==> src/rtl/match_logger_if.sv <==
// ---------------------------------------------------------------------------
// match_logger_if : event/readout bus of the match logger.  Rev 1.0
// ---------------------------------------------------------------------------
`default_nettype none

interface match_logger_if #(
  parameter int TSW = 16
) ();
  logic           eurika;
  logic           clr;
  logic           rd_req;
  logic           rd_valid;
  logic [TSW-1:0] rd_data;
  logic           fifo_empty;
  logic           fifo_full;
  logic           overflow;
  logic [TSW-1:0] match_count;

  modport master (
    output eurika, clr, rd_req,
    input  rd_valid, rd_data, fifo_empty, fifo_full, overflow, match_count
  );

  modport slave (
    input  eurika, clr, rd_req,
    output rd_valid, rd_data, fifo_empty, fifo_full, overflow, match_count
  );
endinterface

`default_nettype wire

==> src/rtl/match_logger.sv <==
// ---------------------------------------------------------------------------
// match_logger : timestamps rising edges of eurika into a FIFO and counts them;
// define LOGGER_SAT_EN for a saturating match_count.  Rev 1.0
// ---------------------------------------------------------------------------
`default_nettype none

module match_logger #(
  parameter int DEPTH = 4,
  parameter int TSW   = 16
) (
  input  logic            clk,
  input  logic            rst,
  match_logger_if.slave   bus
);
  localparam int AW = $clog2(DEPTH);

  logic [TSW-1:0] ts_q;
  logic           eurika_q;
  logic [AW:0]    wr_ptr_q, rd_ptr_q;
  logic [TSW-1:0] mem_q [DEPTH];
  logic           rd_valid_q;
  logic [TSW-1:0] rd_data_q;
  logic [TSW-1:0] match_count_q, match_count_d;
  logic           overflow_q, overflow_d;

  logic w_match, w_empty, w_full, w_pop, w_push, w_drop;

  assign w_match = bus.eurika & ~eurika_q;
  assign w_empty = (wr_ptr_q == rd_ptr_q);
  assign w_full  = (wr_ptr_q[AW] != rd_ptr_q[AW]) &&
                   (wr_ptr_q[AW-1:0] == rd_ptr_q[AW-1:0]);
  assign w_pop   = bus.rd_req & ~w_empty;
  // A pop in the same cycle frees the slot, so a full FIFO still accepts the push.
  assign w_push  = w_match & (~w_full | w_pop);
  assign w_drop  = w_match & w_full & ~w_pop;

  always_comb begin
    match_count_d = match_count_q;
    overflow_d    = overflow_q;
    if (bus.clr) begin
      match_count_d = '0;
      overflow_d    = 1'b0;
    end else begin
      if (w_match) begin
`ifdef LOGGER_SAT_EN
        if (~&match_count_q) match_count_d = match_count_q + TSW'(1);
`else
        match_count_d = match_count_q + TSW'(1);
`endif
      end
      if (w_drop) overflow_d = 1'b1;
    end
  end

  always_ff @(posedge clk or posedge rst) begin
    if (rst) begin
      ts_q          <= '0;
      eurika_q      <= 1'b0;
      wr_ptr_q      <= '0;
      rd_ptr_q      <= '0;
      rd_valid_q    <= 1'b0;
      rd_data_q     <= '0;
      match_count_q <= '0;
      overflow_q    <= 1'b0;
    end else begin
      ts_q          <= ts_q + TSW'(1);
      eurika_q      <= bus.eurika;
      rd_valid_q    <= w_pop;
      match_count_q <= match_count_d;
      overflow_q    <= overflow_d;
      if (w_push) wr_ptr_q <= wr_ptr_q + (AW+1)'(1);
      if (w_pop) begin
        rd_ptr_q  <= rd_ptr_q + (AW+1)'(1);
        rd_data_q <= mem_q[rd_ptr_q[AW-1:0]];
      end
    end
  end

  // Storage needs no reset: the pointers alone define which entries are live.
  always_ff @(posedge clk) begin
    if (!rst && w_push) mem_q[wr_ptr_q[AW-1:0]] <= ts_q;
  end

  assign bus.rd_valid    = rd_valid_q;
  assign bus.rd_data     = rd_data_q;
  assign bus.fifo_empty  = w_empty;
  assign bus.fifo_full   = w_full;
  assign bus.overflow    = overflow_q;
  assign bus.match_count = match_count_q;

endmodule

`default_nettype wire

==> src/flat_wrapper.sv <==
// flat-port wrapper written by rule: the top's interface ports become plain ports
module match_logger_flat 
#(
  parameter int DEPTH = 4,
  parameter int TSW   = 16
)
  (clk, rst, bus_eurika, bus_clr, bus_rd_req, bus_rd_valid, bus_rd_data, bus_fifo_empty, bus_fifo_full, bus_overflow, bus_match_count);
  match_logger_if #(.TSW(TSW)) bus_i ();
  input  logic clk;
  input  logic rst;
  input wire logic [$bits(bus_i.eurika)-1:0] bus_eurika;
  input wire logic [$bits(bus_i.clr)-1:0] bus_clr;
  input wire logic [$bits(bus_i.rd_req)-1:0] bus_rd_req;
  output wire logic [$bits(bus_i.rd_valid)-1:0] bus_rd_valid;
  output wire logic [$bits(bus_i.rd_data)-1:0] bus_rd_data;
  output wire logic [$bits(bus_i.fifo_empty)-1:0] bus_fifo_empty;
  output wire logic [$bits(bus_i.fifo_full)-1:0] bus_fifo_full;
  output wire logic [$bits(bus_i.overflow)-1:0] bus_overflow;
  output wire logic [$bits(bus_i.match_count)-1:0] bus_match_count;
  assign bus_i.eurika = bus_eurika;
  assign bus_i.clr = bus_clr;
  assign bus_i.rd_req = bus_rd_req;
  assign bus_rd_valid = bus_i.rd_valid;
  assign bus_rd_data = bus_i.rd_data;
  assign bus_fifo_empty = bus_i.fifo_empty;
  assign bus_fifo_full = bus_i.fifo_full;
  assign bus_overflow = bus_i.overflow;
  assign bus_match_count = bus_i.match_count;
  match_logger #(.DEPTH(DEPTH), .TSW(TSW)) u_core (.clk(clk), .rst(rst), .bus(bus_i));
endmodule
==> config.mk <==
export PLATFORM = sky130hd
export DESIGN_NAME = match_logger_flat
export DESIGN_NICKNAME = d
export VERILOG_FILES = /design/src/rtl/match_logger_if.sv /design/src/rtl/match_logger.sv /design/src/flat_wrapper.sv
export SDC_FILE = /design/constraint.sdc
export NUM_CORES = 1
export LEC_CHECK = 0
export CORE_MARGIN = 2
export CORE_UTILIZATION = 38
export CTS_BUF_LIST = sky130_fd_sc_hd__clkbuf_2 sky130_fd_sc_hd__clkbuf_4 sky130_fd_sc_hd__clkbuf_8
export DETAILED_ROUTE_END_ITERATION = 16
export PLACE_DENSITY = 0.55
export SETUP_SLACK_MARGIN = 0.4
export SLEW_MARGIN = 40
export SYNTH_ARGS = -nofsm -noshare
export SYNTH_HDL_FRONTEND = slang
export SYNTH_SLANG_ARGS = --single-unit
export TNS_END_PERCENT = 30
==> constraint.sdc <==
create_clock -name clk -period 3.7 [get_ports clk]
set_clock_uncertainty 0.2 [all_clocks]
set_input_delay 0.925 -clock clk [delete_from_list [all_inputs] [get_ports clk]]
set_output_delay 0.925 -clock clk [all_outputs]
set_load 0.05 [all_outputs]
After elaboration in Yosys (flattened, before gate mapping)
Memory sizes are Yosys's and may differ from the RTL's. A register that Yosys moved wholly into a read port is not among the register bits.
Cells that the tools add are included.

word-level totals
  flip-flop bits (word level) = 41
  memory bits (writable) = 64
  bits of input ports = 5
  output and inout port bits = 36
  logic and storage cells = 36
  memories kept = 1

memories
  name          words  bits a word  read ports  clocked after Yosys merged registers in  write ports  RTL line            RTL
  u_core.mem_q  4      16           1           1                                        1            match_logger.sv:20  logic [TSW-1:0] mem_q [DEPTH];

cells by class
  add/sub/neg operators = 4
  eq/ne operators = 3
  mux-type cells = 6
  bitwise operators = 10
  reductions and logical operators = 5

operators by type and width
  cell                                                             number
  16-bit by 1-bit adder with 16-bit output, second input constant  2
  16-bit two-way mux                                               2
  3-bit by 1-bit adder with 3-bit output, second input constant    2
  1-bit AND                                                        5
  1-bit two-way mux                                                4
  1-bit inverter                                                   4
  2-bit nonzero test                                               2
  3-bit == test                                                    1
  2-bit == test                                                    1
  1-bit logical AND                                                2
  1-bit zero test                                                  1
  1-bit != test                                                    1
  1-bit OR                                                         1

Longest topological paths before layout
  depth after elaboration = 8
  gate-level depth with buffers = 6

Worst setup path before layout
OpenSTA, ideal clock, no wires.

  kind = input port to flip-flop
  start point = in rst
  end point = mem u_core.mem_q[3][0], enable pin
  arrival time = 2944 ps
  required time = 3126 ps
  setup slack = 182 ps
  stages on the path = 3
  buffers on the path = 0
  path through = inv_1 and3_1 and2_1

on the way
  longest elaborated chain between the ends = 4

ends and longest elaborated chain
  what                                     RTL line            RTL
  start, declared                          flat_wrapper.sv:10  input logic rst;
  1-bit zero test (no line)                -
  1-bit logical AND                        match_logger.sv:81  if (!rst && w_push) mem_q[wr_ptr_q[AW-1:0]] <= ts_q;
  1-bit two-way mux                        match_logger.sv:81
  1-bit two-way mux (implied by the code)  match_logger.sv:81
  end, declared                            match_logger.sv:20

No other way between the ends.

Worst setup path in the final report
  start point = reg u_core.match_count_q[3] (netlist: u_core.bus.match_count[3])
  end point = out bus_match_count[3]

RTL lines
  what                    RTL line            RTL
  start, declared         match_logger.sv:23  logic [TSW-1:0] match_count_q, match_count_d;
  start signal, assigned  match_logger.sv:69  match_count_q <= match_count_d;
  end, declared           flat_wrapper.sv:19  output wire logic [$bits(bus_i.match_count)-1:0] bus_match_count;

No word-level cell between the ends.

==> results.py <==
metrics = {
    "timing": {
        "finalHoldViolations": 0,
        "setup_total_negative_slack_ps": 0,
        "rsz0062_at_grt": "no",
        "fin_crit_sh_pct": 78.7,
        "slew_violations": 0,
        "slew-limit-headroom_pct": 64.1,
        "setup_violations": 0,
        "tightest_slew_ps": 538,
        "whs_ps": 308,
        "worst_slack_ps": 786,
        "fmax_ghz": 0.343,
        "fin_crit_ps": 2910,
    },
    "logic_synthesis": {
        "synth_nets": 310,
        "async_flop_share_pct": 47.1,
        "synth.avg_cell_area_um2": 16.4,
        "synth_seq_cells": 121,
        "yosys_warnings": 0,
        "synth-main-ff-cell": "edfxtp_1",
        "synth_area_um2": 4890,
        "yosysUniqueCellTypes": 36,
        "synth-edff-count": 64,
        "syn_inst": 298,
        "ys_seq_area_share_pct": 68.5,
    },
    "route": {
        "drt_iter0_markers": 134,
        "viasPerCell": 4.78,
        "num_vias": 2592,
        "wl_met2_mm": 4.28,
        "wl_per_cell_um": 15.9,
        "drtPass1Iterations": 4,
        "postRouteAntennaNets": 0,
        "wl_mm": 8.60,
        "drc": 0,
        "wl_met3_um": 307,
        "wl_met1_mm": 3.92,
        "highest_layer": "met4",
    },
    "clock_tree": {
        "cts-buffers-inserted": 17,
        "clockBufferDepth": 2,
        "insertion_delay_ps": 420,
        "htreeDepth": 4,
        "cts.clk_slew.worst_paths_ps": 70,
        "cts-hold-fix-buffers": 0,
        "cts_resized": 0,
        "clockRootBuffer": "clkbuf_8",
        "post-cts-setup-buffer-count": 0,
        "cts_sinks": 121,
        "cts_tree": "built",
    },
    "place": {
        "hpwlAfterDp_mm": 5.58,
        "placed_area_um2": 5510,
        "post-place-ws_ps": 779,
        "gp_congestion": 0.724,
        "portBuffers": 40,
        "dp_cells": 510,
    },
    "cells_and_area": {
        "finalNonFillerCells": 542,
        "fin_nets": 369,
        "final_cell_mix": "edfxtp_1, dfrtp_1, clkdlybuf4s50_1",
        "final_util_pct": 46.4,
        "area_growth_pct": 19.2,
        "drive_above_1_share_pct": 22.7,
        "antenna_cells": 0,
        "final_common_cell": "edfxtp_1",
        "design_area_um2": 5830,
    },
    "global_routing": {
        "antenna_found_initial": 0,
        "grt_max_degree": 58,
        "grt_pass1_vias": 2728,
        "gr-total-overflow": 0,
        "grt_pass1_wl_mm": 14.3,
        "grt_usage_pct": 13.7,
    },
    "floorplanning": {
        "die-area_um2": 13800,
        "die_h_um": 117,
        "io_pins": 41,
        "start_util_pct": 38.9,
        "core_um2": 12600,
        "die_w_um": 117,
        "row_count": 41,
    },
    "setup_path": {
        "cp_max_fo": 7,
        "cp-end-kind": "primary output",
        "path_class": "reg -> out",
        "cp-start-kind": "flip-flop",
        "critPathTopFamily": "buffers and inverters",
        "cp_slowest_cell": "clkdlybuf4s50_1",
        "cp.required_ps": 2570,
        "crit_buf_inv": 1,
        "cp_data_arrival_time_ps": 1790,
        "cp_slowest_stage_delay_ps": 860,
        "worstPathCellList": "clkdlybuf4s50_1",
    },
    "worst_hold_path": {
        "min-delay-path-class": "reg -> reg",
    },
    "run_status": {
        "outcome": "finished, final reports clean",
    },
    "flow_run": {
        "maxCapViolCount": 0,
    },
    "pwr": {
        "p_per_area_nw_per_um2": 629,
        "p_leak_nw": 2.28,
        "total_power_mw": 3.67,
        "ir_drop_mv": 0.277,
    },
}
-- report_power, final --
group | internal, mW | switching, mW
Combinational | 0.452 | 0.644
Clock | 0.466 | 0.483
Sequential | 1.54 | 0.0773
Total | 2.46 | 1.20
-- worst paths after layout --
path / start / to / slack (ps) / depth (start not counted)
max reg2reg: u_core.wr_ptr_q[0] / u_core.mem_q[3][7] / 1600 / 5
min: u_core.bus.rd_data[14] / u_core.bus.rd_data[14] / 310 / 1
min in group asynchronous: rst / u_core.bus.rd_data[3] / 870 / 3
max: u_core.bus.match_count[3] / bus_match_count[3] / 790 / 1
max in group asynchronous: rst / u_core.ts_q[12] / 2060 / 3
min reg2reg: u_core.bus.rd_data[14] / u_core.bus.rd_data[14] / 310 / 1
-- registers in the layout, summed over array words and instances (netlist names) --
| name | flops |
|---|---|
| u_core.mem_q | 64 |
| u_core.bus.match_count | 16 |
| u_core.bus.rd_data | 16 |
| u_core.ts_q | 16 |
| u_core.rd_ptr_q | 3 |
| u_core.wr_ptr_q | 3 |
| u_core.bus.overflow | 1 |
| u_core.bus.rd_valid | 1 |
| u_core.eurika_q | 1 |
-- cells by family (layout without fill, tap and decap cells) --
kind of cell	count (synthesis)	in the layout	share of synthesized area, %
buf+inv	17	89	2.12
mux	36	36	12.0
xor+xnor	31	31	5.55
fa+ha+maj	7	7	1.79
flops	121	121	68.5
simple gates	74	74	8.22
compound gates	12	12	1.84
-- layer usage --
| layer | up-vias | global-route usage (%) |
|---|---|---|
| li1 | 1224 | - |
| met1 | 1303 | 16.9 |
| met2 | 55 | 22.1 |
| met3 | 10 | 4.62 |
| met4 | 0 | 5.87 |
| met5 | - | 0 |
-- cells in the mapped netlist, types with 2 or more instances --
| library cell | count | area, µm² |
|---|---|---|
| edfxtp_1 | 64 | 1920 |
| dfrtp_1 | 57 | 1430 |
| xnor2_1 | 21 | 184 |
| mux2_2 | 20 | 225 |
| mux4_2 | 16 | 360 |
| nor2_1 | 16 | 60.1 |
| nand2_1 | 12 | 45.0 |
| nand3_1 | 11 | 55.1 |
| xor2_1 | 10 | 87.6 |
| nand4_1 | 8 | 50.1 |
| ha_1 | 7 | 87.6 |
| inv_1 | 7 | 26.3 |
| and2_1 | 6 | 37.5 |
| a21oi_1 | 5 | 25.0 |
| and3_1 | 5 | 31.3 |
| and4_1 | 4 | 35.0 |
| buf_4 | 3 | 22.5 |
| clkbuf_1 | 3 | 11.3 |
| o21ai_0 | 3 | 15.0 |
| clkbuf_8 | 2 | 27.5 |
| nor2b_1 | 2 | 12.5 |
| or3_1 | 2 | 12.5 |
-- cell type report --
| type | instances | area (µm²) |
|---|---|---|
| flip-flops and latches | 121 | 3350 |
| fillers | 1144 | 6740 |
| clock buffers | 20 | 256 |
| multi-input cells | 160 | 1440 |
| inverters | 7 | 30.0 |
| repair buffers | 50 | 474 |
| well taps | 172 | 215 |
| clock inverters | 12 | 60.1 |
No activity file was read; power rests on OpenSTA's default activity.
